===== src/rtl/spi_slave.sv =====
// SPI mode-0 slave front end of the SPI/RAM subsystem: deserialises MOSI frames
// into RAM command words and serialises RAM read data back onto MISO.
module spi_slave #(
    parameter int unsigned ADDR_SIZE = 8
) (
    input  logic                 clk,
    input  logic                 rst,
    input  logic                 SS_n,
    input  logic                 MOSI,
    output logic                 MISO,
    output logic [ADDR_SIZE+1:0] rx_data,
    output logic                 rx_valid,
    input  logic [ADDR_SIZE-1:0] tx_data,
    input  logic                 tx_valid
);

    localparam int unsigned FRAME_W = ADDR_SIZE + 2;
    localparam int unsigned SHIFT_W = FRAME_W - 1;
    localparam int unsigned CNT_W   = $clog2(FRAME_W);

    localparam logic [1:0] S_IDLE  = 2'd0;
    localparam logic [1:0] S_CHK   = 2'd1;
    localparam logic [1:0] S_RECV  = 2'd2;
    localparam logic [1:0] S_SEND  = 2'd3;

    localparam logic [1:0] KIND_WR    = 2'd0;
    localparam logic [1:0] KIND_RADDR = 2'd1;
    localparam logic [1:0] KIND_RDATA = 2'd2;

    logic [1:0]           state_q, state_d;
    logic [1:0]           kind_q, kind_d;
    logic [SHIFT_W-1:0]   shift_q, shift_d;
    logic [CNT_W-1:0]     cnt_q, cnt_d;
    logic                 done_q, done_d;
    logic                 sending_q, sending_d;
    logic [ADDR_SIZE-1:0] tx_sh_q, tx_sh_d;
    logic                 miso_q, miso_d;
    logic [FRAME_W-1:0]   rx_data_q, rx_data_d;
    logic                 rx_valid_q, rx_valid_d;
    logic                 rd_seen_q, rd_seen_d;

    // Full frame as it stands once the current MOSI bit is included.
    logic [FRAME_W-1:0]   frame_c;
    assign frame_c = {shift_q, MOSI};

    always_ff @(posedge clk) begin
        if (rst) begin
            state_q    <= S_IDLE;
            kind_q     <= KIND_WR;
            shift_q    <= '0;
            cnt_q      <= '0;
            done_q     <= 1'b0;
            sending_q  <= 1'b0;
            tx_sh_q    <= '0;
            miso_q     <= 1'b0;
            rx_data_q  <= '0;
            rx_valid_q <= 1'b0;
            rd_seen_q  <= 1'b0;
        end else begin
            state_q    <= state_d;
            kind_q     <= kind_d;
            shift_q    <= shift_d;
            cnt_q      <= cnt_d;
            done_q     <= done_d;
            sending_q  <= sending_d;
            tx_sh_q    <= tx_sh_d;
            miso_q     <= miso_d;
            rx_data_q  <= rx_data_d;
            rx_valid_q <= rx_valid_d;
            rd_seen_q  <= rd_seen_d;
        end
    end

    always_comb begin
        state_d    = state_q;
        kind_d     = kind_q;
        shift_d    = shift_q;
        cnt_d      = cnt_q;
        done_d     = done_q;
        sending_d  = sending_q;
        tx_sh_d    = tx_sh_q;
        miso_d     = miso_q;
        rx_data_d  = rx_data_q;
        rx_valid_d = 1'b0;
        rd_seen_d  = rd_seen_q;

        // Deselect aborts any frame; rd_seen survives so an aborted read can be retried.
        if (SS_n && (state_q != S_IDLE)) begin
            state_d   = S_IDLE;
            miso_d    = 1'b0;
            cnt_d     = '0;
            done_d    = 1'b0;
            sending_d = 1'b0;
        end else begin
            case (state_q)
                S_IDLE: begin
                    miso_d = 1'b0;
                    if (!SS_n) begin
                        state_d   = S_CHK;
                        cnt_d     = '0;
                        done_d    = 1'b0;
                        sending_d = 1'b0;
                    end
                end
                S_CHK: begin
                    shift_d = {shift_q[SHIFT_W-2:0], MOSI};
                    cnt_d   = CNT_W'(1);
                    state_d = S_RECV;
                    if (!MOSI) begin
                        kind_d = KIND_WR;
                    end else if (rd_seen_q) begin
                        kind_d = KIND_RDATA;
                    end else begin
                        kind_d = KIND_RADDR;
                    end
                end
                S_RECV: begin
                    if (!done_q) begin
                        shift_d = {shift_q[SHIFT_W-2:0], MOSI};
                        if (cnt_q == CNT_W'(FRAME_W - 1)) begin
                            rx_data_d  = frame_c;
                            rx_valid_d = 1'b1;
                            if ((kind_q == KIND_RADDR) && (frame_c[FRAME_W-1 -: 2] == 2'b10)) begin
                                rd_seen_d = 1'b1;
                            end
                            if (kind_q == KIND_RDATA) begin
                                state_d   = S_SEND;
                                sending_d = 1'b0;
                                cnt_d     = '0;
                            end else begin
                                done_d = 1'b1;
                            end
                        end else begin
                            cnt_d = cnt_q + CNT_W'(1);
                        end
                    end
                end
                S_SEND: begin
                    if (done_q) begin
                        miso_d = 1'b0;
                    end else if (!sending_q) begin
                        if (tx_valid) begin
                            miso_d    = tx_data[ADDR_SIZE-1];
                            tx_sh_d   = {tx_data[ADDR_SIZE-2:0], 1'b0};
                            sending_d = 1'b1;
                            cnt_d     = '0;
                        end
                    end else if (cnt_q == CNT_W'(ADDR_SIZE - 1)) begin
                        miso_d    = 1'b0;
                        rd_seen_d = 1'b0;
                        done_d    = 1'b1;
                    end else begin
                        miso_d  = tx_sh_q[ADDR_SIZE-1];
                        tx_sh_d = {tx_sh_q[ADDR_SIZE-2:0], 1'b0};
                        cnt_d   = cnt_q + CNT_W'(1);
                    end
                end
                default: begin
                    state_d = S_IDLE;
                end
            endcase
        end
    end

    assign MISO     = miso_q;
    assign rx_data  = rx_data_q;
    assign rx_valid = rx_valid_q;

endmodule


===== config.mk =====
export PLATFORM = sky130hd
export DESIGN_NAME = spi_slave
export DESIGN_NICKNAME = d
export VERILOG_FILES = /design/src/rtl/spi_slave.sv
export SDC_FILE = /design/constraint.sdc
export NUM_CORES = 1
export LEC_CHECK = 0
export ABC_AREA = 1
export BUFFER_PORTS_ARGS = -buffer_cell sky130_fd_sc_hd__buf_2
export CAP_MARGIN = 20
export CORE_UTILIZATION = 40
export DETAILED_ROUTE_END_ITERATION = 12
export PLACE_DENSITY = 0.58
export SLEW_MARGIN = 20
export SYNTH_ARGS = -nofsm -noshare
export SYNTH_HDL_FRONTEND = slang
export SYNTH_SLANG_ARGS = --single-unit

===== constraint.sdc =====
create_clock -name clk -period 1.73 [get_ports clk]
set_input_delay 0 -clock clk [delete_from_list [all_inputs] [get_ports clk]]
set_output_delay 0 -clock clk [all_outputs]
set_load 0.02 [all_outputs]

==> metrics.md, run 1 <==
| Metric | Value |
|---|---|
| Status | complete, no violations |
| Reg2reg setup slack | ~190 ps |
| Combinational Power Share | 0.377 |
| RSZ-0062 raised after global routing | false |
| Worst Hold Depth | 5 |
| Final RePlAce weighted congestion | between 0.7 and 0.8 |
| Synthesized instance count | between 200 and 300 |
| Clk network pwr share | 0.210 |
| Vias in the first global route | 1,626 |
| Rows | 25 |
| Pwr Density | approximately 1300 nW/µm² |
| Largest family of logic cells by synthesized area | simple AND/OR/NAND/NOR gates |
| Layout cells sized above 1 | 0.192 |
| Minimum clock period | around 1500 ps |
| Mapped Nets | ~300 |
| Starting DRT DRC Count | 97 |
| Clock insertion delay at the later pin of the skew report | approximately 290 ps |
| Mean Syn Cell Area | about 7 µm² |
| Sequential group share of total power | 0.413 |
| Internal power | roughly 1.7 mW |
| Fmax | ~650 MHz |
| Hold path endpoint | tx_sh_q[3] |
| Number of buffers created by CTS | 5 |
| Worst reg2reg startpoint | state_q[1] |
| First-pass GRT wire length | a little over 7000 µm |
| TritonCTS clock tree | built |
| Leak Pwr | 1.08 nW |
| # Post-CTS Setup Buffers | 0 |
| Chip Height | 71.9 µm |
| Worst Path Required | around 2000 ps |
| Yosys top cell by area | dfxtp_1 |
| YS warnings | 0 |
| WS Path Type | reg2reg |
| Worst Setup End Kind | flop |
| Setup crit start | state_q[1] |
| Switch Pwr | ~1.1 mW |
| R2R depth | 9 |
| H-tree depth | 2 |
| Sw Ratio | 0.400 |
| Crit path max fanout | 11 |
| Mean number of vias per cell | 4.64 |
| Simple-Gate Fraction of Synth Area | 0.346 |
| Critical Path Start Type | flop |
| Setup TNS | 0 ps |
| Area contributors post-synth | dfxtp_1 40%, nor2_1 13%, nand2_1 11%, ha_1 5.1%, o21ai_0 5.1% |
| Routed Antenna Nets | 0 |
| Mapped cell area | about 2000 µm² |
| GRT Residual Overflow | 0 |
| Core Region | 4720 µm² |
| Synth Register Bits | 39 |
| Multiplexer share of the synthesized area | 0 |
| Pwr Total | 2.87 mW |
| Io pins | 25 |
| Detail Placement HPWL | 2910 µm |
| Drt first pass iters | 4 |
| Largest net degree at the start of global routing | 27 |
| Antenna cells | 0 |
| Initial antenna violation count | 0 |
| Final period util | 0.893 |
| Hold Vio Cnt, Final | 0 |
| WP data arrival | roughly 1800 ps |
| Share of the yosys chip area belonging to registers | 0.400 |
| Drt drc | 0 |
| Netlist cell types | 31 |
| RR Endpoint | rx_data[8] |
| Drt total wl | about 4000 µm |
| Clock root cell | clkbuf_8 |
| Post-DR wirelength/cell | 10.7 µm |
| Most common cell after layout, fill and taps aside | nor2_1 |
| Post-synthesis xor/xnor area fraction | 0.00448 |
| Via count | 1,762 |
| Maximum vdd drop | around 540 µV |
| Initial Util | 0.414 |
| Max-slew headroom | 0.759 |
| Commonest cells after routing, fill and taps aside | 66 x nor2_1, 56 x nand2_1, 39 x dfxtp_1 |
| Max-Cap Viols | 0 |
| CTS Buffer Depth | 2 |
| Top-area cell type share of the netlist area | 0.400 |
| Share of the synthesized area in compound gates (AO/OA/AOI/OAI) | 0.129 |
| Sinks on Clock Net | 39 |
| Setup violators final | 0 |
| Worst Min Path Start | tx_data[2] |
| Area delta synth->final | 17.0% |
| Port bufs | 24 |
| Final #Nets | 333 |
| Adder-Cell Fraction of Synth Area | 0.0512 |
| Die area | 5170 µm² |
| Clock transition at path regs | around 80 ps |
| Total Routing Usage GR | 0.174 |
| Die width | between 70 and 80 µm |
| Worst slew pin tran | around 360 ps |
| Class of the worst hold path | in2reg |
| Max-slew violation count | 0 |
| Fin Clk Skew | approximately 9.1 ps |
[area by class of cell]
type	count	area [µm²]
clock buffer	6	72.6
clock inverter	2	12.5
fill	505	2440
inverter	28	110
multi-input combinational	207	1040
sequential	39	781
tap	67	83.8
timing repair buffer	31	184
[critical path, cell delays in order (launching register included)]
cell	delay [ps]
dfxtp_1	360
inv_1	140
ha_2	220
inv_2	60
nand2_4	90
nand2_2	80
nor3_4	150
buf_6	180
o21ai_0	80
a21oi_1	120
[through the flow]
| stage | util | setup WS, ps | area (µm²) | cells | hold slack (ps) |
|---|---|---|---|---|---|
| floorplan | - | 254 | 1950 | 278 | 62.4 |
| global placement | 0.457 | 144 | 2160 | 369 | 275 |
| detailed placement | 0.457 | 142 | 2160 | 369 | 277 |
| CTS | 0.482 | 134 | 2280 | 380 | 44.9 |
| global route | 0.484 | 6.62 | 2280 | 380 | 81.4 |
| finish | 0.484 | 185 | 2280 | 380 | 42.0 |
[synth_stat cells]
cell type	count
nor2_1	66
nand2_1	56
dfxtp_1	39
o21ai_0	20
inv_1	19
a21oi_1	14
nand3_1	10
o21ai_1	10
ha_1	8
inv_2	7
nand2_2	3
nor2_2	3
nand3_2	2
nand3_4	2
nand4_1	2
nor2_4	2
a211oi_1	1
a21boi_0	1
a21oi_2	1
buf_1	1
buf_4	1
buf_6	1
clkbuf_1	1
clkinv_1	1
clkinv_4	1
nand2_4	1
nand3b_1	1
nor3_1	1
nor3_4	1
o31ai_1	1
xor2_1	1
[power groups by stage]
stage | logic (mW) | registers, mW | clock network (mW)
5_1_grt | 1.27 | 1.21 | 0.653
3_5_place_dp | 1.08 | 1.21 | 0
4_1_cts | 1.08 | 1.19 | 0.623
2_1_floorplan | 0.842 | 1.17 | 0
6_report | 1.08 | 1.18 | 0.602
3_3_place_gp | 1.07 | 1.20 | 0
[logic make-up after synthesis]
group           count (synthesis)
simple gates                  150
compound gates                 48
flops                          39
buf+inv                        32
fa+ha+maj                       8
xor+xnor                        1
[flip-flops by register name (all words and copies together), names as in the netlist, 2 cells and up]
signal,count
state_q,2
rx_data,10
tx_sh_q,7
cnt_q,4
shift_q,9
kind_q,2
[routing by layer]
metal,track usage,vias to the layer above,part of all wire
li1,-,951,-
met1,0.236,767,0.52
met2,0.275,38,0.42
met3,0.0352,6,0.043
met4,0.0654,0,0.013
met5,0,-,0
[what timing repair did]
item | 4_1_cts | 5_1_grt
resized for setup | 0 | 3
setup endpoints to repair | 0 | 5
endpoints found under the hold margin | 2 | 0
hold buffers | 3 | 0
[how the worst max path moves through the flow]
stage | endpoint
floorplan | cnt_q[2]
global placement | rx_data[8]
detailed placement | rx_data[8]
CTS | rx_data[8]
global route | rx_data[8]
finish | rx_data[8]
(Power assumes the default switching activity.)
==> run 2: changes to the inputs <==
--- a/config.mk
+++ b/config.mk
@@ -8,8 +8,10 @@
 export ABC_AREA = 1
 export BUFFER_PORTS_ARGS = -buffer_cell sky130_fd_sc_hd__buf_2
 export CAP_MARGIN = 20
+export CORE_ASPECT_RATIO = 1.2
 export CORE_UTILIZATION = 40
 export DETAILED_ROUTE_END_ITERATION = 12
+export GPL_TIMING_DRIVEN = 0
 export PLACE_DENSITY = 0.58
 export SLEW_MARGIN = 20
 export SYNTH_ARGS = -nofsm -noshare
==> metrics.md, run 2 (synthesis results as in run 1) <==
| Metric | Value |
|---|---|
| Status | complete, no violations |
| Setup violators final | 0 (unchanged) |
| Worst Path Required | 1920 ps (-30 ps) |
| Core Region | 4630 µm² (-2.0%) |
| Clock transition at path regs | 80 ps (about the same) |
| GRT Residual Overflow | 0 (unchanged) |
| Post-DR wirelength/cell | 10.9 µm (+2.1%) |
| Seq. cell area | 783 µm² (+0.32%) |
| Clock insertion delay at the later pin of the skew report | 290 ps (about the same) |
| Chip Height | 78.5 µm (+9.3%) |
| Die width | 65.8 µm (-8.5%) |
| TritonCTS clock tree | built |
| Initial antenna violation count | 0 (unchanged) |
| WP data arrival | 1750 ps (-20 ps) |
| Worst slew pin tran | 403 ps (+42.4 ps) |
| Setup crit start | state_q[1] |
| Max stage delay on crit path | 360 ps (about the same) |
| Reg2reg setup slack | 170 ps (-20 ps) |
| Total Routing Usage GR | 0.173 (-0.00168) |
| Drt first pass iters | 4 (unchanged) |
| Sinks on Clock Net | 39 (unchanged) |
| Final #Nets | 332 (-0.30%) |
| Fillcell total | 488 (-3.4%) |
| WL met2 | 1930 µm (+13%) |
| Drt total wl | 4030 µm (-0.57%) |
| Worst reg2reg startpoint | state_q[1] |
| Leak Pwr | 1.09 nW (+0.64%) |
| Routed Antenna Nets | 0 (unchanged) |
| RR Endpoint | rx_data[9] |
| Final Core Density | 0.494 (+0.0105) |
| Multi-input logic area | 1040 µm² (+0.12%) |
| R2R depth | 9 (unchanged) |
| Drt drc | 0 (unchanged) |
| Mean number of vias per cell | 4.82 (+4.0%) |
| Slowest CP cell | dfxtp_2 |
| Via count | 1,785 (+1.3%) |
| Largest net degree at the start of global routing | 14 (-48%) |
| Minimum clock period | 1560 ps (+17.0 ps) |
| CP endpoint | rx_data[9] |
| H-tree depth | 2 (unchanged) |
| Clock root cell | clkbuf_8 |
| Final period util | 0.903 (+0.00983) |
| Final std cells w/o fill | 370 (-2.6%) |
| Die area | 5170 µm² (about the same) |
| Fin Clk Skew | 7.86 ps (-1.25 ps) |
| Layout cells sized above 1 | 0.196 (+0.00382) |
| Port bufs | 24 (unchanged) |
| First-pass GRT wire length | 6880 µm (-3.8%) |
| Fmax | 640 MHz (-1.1%) |
| DR WL met3 | 156 µm (-11%) |
| Pwr Density | 1310 nW/µm² (+4.6%) |
| Critical Path Start Type | flop |
| Commonest cells after routing, fill and taps aside | 66 x nor2_1, 56 x nand2_1, 37 x dfxtp_1 |
| Hold Vio Cnt, Final | 0 (unchanged) |
| Max-slew headroom | 0.731 (-0.0279) |
| Final RePlAce weighted congestion | 0.793 (+0.20%) |
| Critical path cell sequence | inv_1 -> ha_1 -> inv_2 -> nand2_4 -> nand2_2 -> nor3_4 -> inv_2 -> nor2_1 -> nor2_1 |
| Max-slew violation count | 0 (unchanged) |
| Detail Placement HPWL | 2990 µm (+2.9%) |
| Max-Cap Viols | 0 (unchanged) |
| Most common cell after layout, fill and taps aside | nor2_1 |
| Crit path max fanout | 10 (-1) |
| Number of buffers created by CTS | 5 (unchanged) |
| WS Path Type | reg2reg |
| Area delta synth->final | 17.1% |
| Vias in the first global route | 1,595 (-1.9%) |
| Antenna cells | 0 (unchanged) |
| Io pins | 25 (unchanged) |
| Dpl cells | 360 (-2.4%) |
| Max Used Layer | met4 |
| CTS Buffer Depth | 2 (unchanged) |
| Initial Util | 0.422 (+0.00850) |
| Starting DRT DRC Count | 74 (-24%) |
| Worst Setup End Kind | flop |
| Metal-1 WL | 1860 µm (-12%) |
| Class of the worst hold path | in2reg |
| Maximum vdd drop | 748 µV (+39%) |
| Rows | 27 (+8.0%) |
| Setup ws final | 168 ps (-17.0 ps) |
| Place WS | 39.7 ps (-103 ps) |
| Max reg flops | 10 (unchanged) |
[run 2: routing by layer]
layer | global-route usage | vias to the layer above
li1 | - | 953
met1 | 0.210 | 794
met2 | 0.284 | 30
met3 | 0.0320 | 8
met4 | 0.0891 | 0
met5 | 0 | -
[run 2: area by class of cell]
cell class                      instances  area share
Inverter                               28      0.0481
Sequential cell                        39       0.342
Multi-Input combinational cell        207       0.456
Clock buffer                            5      0.0301
Buffer                                  4      0.0115
Tap cell                               58      0.0317
Clock inverter                          3      0.0191
Timing Repair Buffer                   26      0.0613
[run 2: what timing repair did]
action,in CTS,in global routing
endpoints found under the hold margin,1,0
setup buffers,0,0
hold buffers,2,0
endpoints found under the setup margin,0,17
resized for setup,0,4
[run 2: worst min path at each step]
stage / start / endpoint / slack, ps / cells after the start
4_1_cts: MOSI / rx_data[0] / 0.2 / 3
2_1_floorplan: rst / tx_sh_q[1] / 60 / 1
3_5_place_dp: tx_data[0] / tx_sh_q[1] / 270 / 3
5_1_grt: MOSI / rx_data[0] / 20 / 3
3_3_place_gp: tx_data[0] / tx_sh_q[1] / 270 / 3
6_report: MOSI / rx_data[0] / 6 / 3
[run 2: critical path: cells and delay by family (launching register included)]
kind	cells	cell delay (ps)
adder cells (fa/ha/maj)	1	230
buffers and inverters	3	330
flip-flops	1	360
AND/OR/NAND/NOR	5	540
[run 2: power by group]
group          internal, mW  switching (mW)
Combinational         0.362           0.707
Clock                 0.429           0.332
Sequential             1.05           0.121
[run 2: metrics by stage]
stage          TNS, ps  hold slack [ps]  power, mW  cell area, µm²
2_1_floorplan        0             62.4       2.01            1950
3_3_place_gp         0              267       2.25            2150
3_5_place_dp         0              268       2.25            2150
4_1_cts              0            0.221       3.04            2280
5_1_grt          -44.2             17.3       3.26            2290
6_report             0             5.74       3.00            2290
==> run 3: changes to the inputs <==
--- a/config.mk
+++ b/config.mk
@@ -8,11 +8,10 @@
 export ABC_AREA = 1
 export BUFFER_PORTS_ARGS = -buffer_cell sky130_fd_sc_hd__buf_2
 export CAP_MARGIN = 20
-export CORE_ASPECT_RATIO = 1.2
-export CORE_UTILIZATION = 40
+export CORE_UTILIZATION = 50
 export DETAILED_ROUTE_END_ITERATION = 12
 export GPL_TIMING_DRIVEN = 0
-export PLACE_DENSITY = 0.58
+export PLACE_DENSITY = 0.69
 export SLEW_MARGIN = 20
 export SYNTH_ARGS = -nofsm -noshare
 export SYNTH_HDL_FRONTEND = slang
==> metrics.md, run 3 (synthesis results as in run 1) <==
| Metric | Value |
|---|---|
| Status | complete, no violations |
| Drt drc | 0 (unchanged) |
| Die width | 64.5 µm (-2.0%) |
| Starting DRT DRC Count | 112 (+51%) |
| Setup TNS | 0 ps (unchanged) |
| Internal power | 1.88 mW (+2.0%) |
| Setup ws final | 154 ps (-13.9 ps) |
| Commonest cells after routing, fill and taps aside | 66 x nor2_1, 56 x nand2_1, 37 x dfxtp_1 |
| Antenna cells | 0 (unchanged) |
| Max-slew headroom | 0.724 (-0.00702) |
| Vias in the first global route | 1,667 (+4.5%) |
| GRT Residual Overflow | 0 (unchanged) |
| CTS Buffer Depth | 2 (unchanged) |
| Final period util | 0.911 (+0.00802) |
| Rows | 22 (-19%) |
| R2R depth | 10 (+1) |
| Crit path max fanout | 6 (-4) |
| Io pins | 25 (unchanged) |
| Place WS | 64.5 ps (+24.9 ps) |
| Max reg flops | 10 (unchanged) |
| Hold Vio Cnt, Final | 0 (unchanged) |
| RSZ-0062 raised after global routing | false |
| RR Endpoint | cnt_q[2] |
| Switch Pwr | 1.15 mW (-0.85%) |
| M2 GR Usage | 0.359 (+0.0755) |
| Worst reg2reg startpoint | state_q[0] |
| TritonCTS clock tree | built |
| Clk network pwr share | 0.258 (+0.005) |
| Busiest grt layer | met2 |
| Clock root cell | clkbuf_8 |
| Drt total wl | 4020 µm (-0.20%) |
| Drt first pass iters | 4 (unchanged) |
| # Post-CTS Setup Buffers | 0 (unchanged) |
| H-tree depth | 2 (unchanged) |
| Max-Cap Viols | 0 (unchanged) |
| Dpl cells | 350 (-2.8%) |
| Reg2reg setup slack | 150 ps (about the same) |
| Final std cells w/o fill | 361 (-2.4%) |
| Leak Pwr | 1.10 nW (+0.64%) |
| Worst Min Path Start | tx_data[3] |
| Critical Path Start Type | flop |
| Final Core Density | 0.615 (+0.121) |
| Total Routing Usage GR | 0.222 (+0.0489) |
| First-pass GRT wire length | 7240 µm (+5.2%) |
| Chip Height | 64.5 µm (-18%) |
| Maximum vdd drop | 757 µV (+1.2%) |
| Sw Ratio | 0.379 (-0.00679) |
| Layout cells sized above 1 | 0.192 (-0.00382) |
| Sequential group share of total power | 0.389 (-0.002) |
| Sinks on Clock Net | 39 (unchanged) |
| Minimum clock period | 1580 ps (+13.9 ps) |
| Worst Path Required | 1920 ps (about the same) |
| Routed Antenna Nets | 0 (unchanged) |
| Pwr Density | 1330 nW/µm² (+0.98%) |
| Met1 GRT Util | 0.284 (+0.0737) |
| Initial antenna violation count | 0 (unchanged) |
| Final RePlAce weighted congestion | 0.903 (+14%) |
| Largest net degree at the start of global routing | 13 (-1) |
| Number of buffers created by CTS | 5 (unchanged) |
| WS Path Type | reg2reg |
| Fmax | 635 MHz (-0.88%) |
| Worst Hold Depth | 5 (+2) |
| Detail Placement HPWL | 2880 µm (-3.8%) |
| Port bufs | 24 (unchanged) |
| WP data arrival | 1770 ps (+20 ps) |
| Post-DR wirelength/cell | 11.1 µm (+2.3%) |
| Initial Util | 0.526 (+0.104) |
| Hold path endpoint | tx_sh_q[4] |
| Via count | 1,758 (-1.5%) |
| Clock transition at path regs | 80 ps (about the same) |
| Final #Nets | 333 (+0.30%) |
| Area delta synth->final | 17.0% (about the same) |
| Setup violators final | 0 (unchanged) |
| Mean number of vias per cell | 4.87 (+0.94%) |
| GR Util met3 | 0.0546 (+0.0226) |
| Clock insertion delay at the later pin of the skew report | 290 ps (about the same) |
| Fin Clk Skew | 4.30 ps (-3.57 ps) |
| Combinational Power Share | 0.352 (-0.004) |
| Class of the worst hold path | in2reg |
| Worst Setup End Kind | flop |
| Die area | 4160 µm² (-19%) |
| Core Region | 3720 µm² (-20%) |
| Worst slew pin tran | 414 ps (+10.5 ps) |
| Most common cell after layout, fill and taps aside | nor2_1 |
| Max-slew violation count | 0 (unchanged) |
==> run 3: changes by cell type in the layout (fill, tap and decap cells not counted) <==
cell,change
a21oi_1,+1
a21oi_2,-1
clkbuf_8,+1
clkinv_4,-1
dlygate4sd3_1,+1
==> run 3: how the worst max path moves through the flow <==
stage	depth (start not counted)	from	endpoint	slack (ps)
2_1_floorplan	10	state_q[0]	cnt_q[2]	250
3_3_place_gp	10	state_q[0]	cnt_q[2]	70
3_5_place_dp	10	state_q[0]	cnt_q[2]	60
4_1_cts	10	state_q[0]	cnt_q[2]	40
5_1_grt	9	state_q[1]	tx_sh_q[4]	10
6_report	10	state_q[0]	cnt_q[2]	150
==> run 3: timing repair <==
action | CTS | global route
endpoints found under the hold margin | 2 | 0
hold buffers | 3 | 0
endpoints found under the setup margin | 0 | 15
resized for setup | 0 | 3
==> run 3: layer usage <==
layer | vias up | share of wire
met1 | 762 | 0.50
met4 | 0 | 0.010
met5 | - | 0
li1 | 955 | -
met2 | 37 | 0.45
met3 | 4 | 0.045
==> run 3: stage by stage <==
stage / hold WS [ps] / cell area (µm²) / power [mW]
2_1_floorplan: 62.4 / 1950 / 2.01
3_3_place_gp: 274 / 2130 / 2.23
3_5_place_dp: 270 / 2130 / 2.25
4_1_cts: 49.9 / 2280 / 3.04
5_1_grt: 94.3 / 2290 / 3.28
6_report: 47.6 / 2290 / 3.03
==> run 3: final cells by class <==
cell class | instances | area, µm²
fillers | 358 | 1430
multi-input cells | 207 | 1040
flip-flops and latches | 39 | 783
repair buffers | 27 | 150
inverters | 28 | 110
clock buffers | 6 | 82.6
well taps | 48 | 60.1
clock inverters | 2 | 35.0
plain buffers | 4 | 26.3
==> run 3: critical path, stage by stage, from the launching register on <==
cell	delay (ps)
dfxtp_2	380
inv_1	100
ha_2	220
inv_2	100
nand2_2	90
a21oi_1	190
nand2_1	90
nor2_2	140
nand2_1	70
nand2_1	60
nor2_1	40
==> run 3: power groups by stage <==
stage / Combinational, mW / Sequential (mW) / Clock [mW]
2_1_floorplan: 0.842 / 1.17 / 0
3_3_place_gp: 1.04 / 1.19 / 0
3_5_place_dp: 1.06 / 1.19 / 0
4_1_cts: 1.07 / 1.18 / 0.797
5_1_grt: 1.24 / 1.20 / 0.837
6_report: 1.07 / 1.18 / 0.784
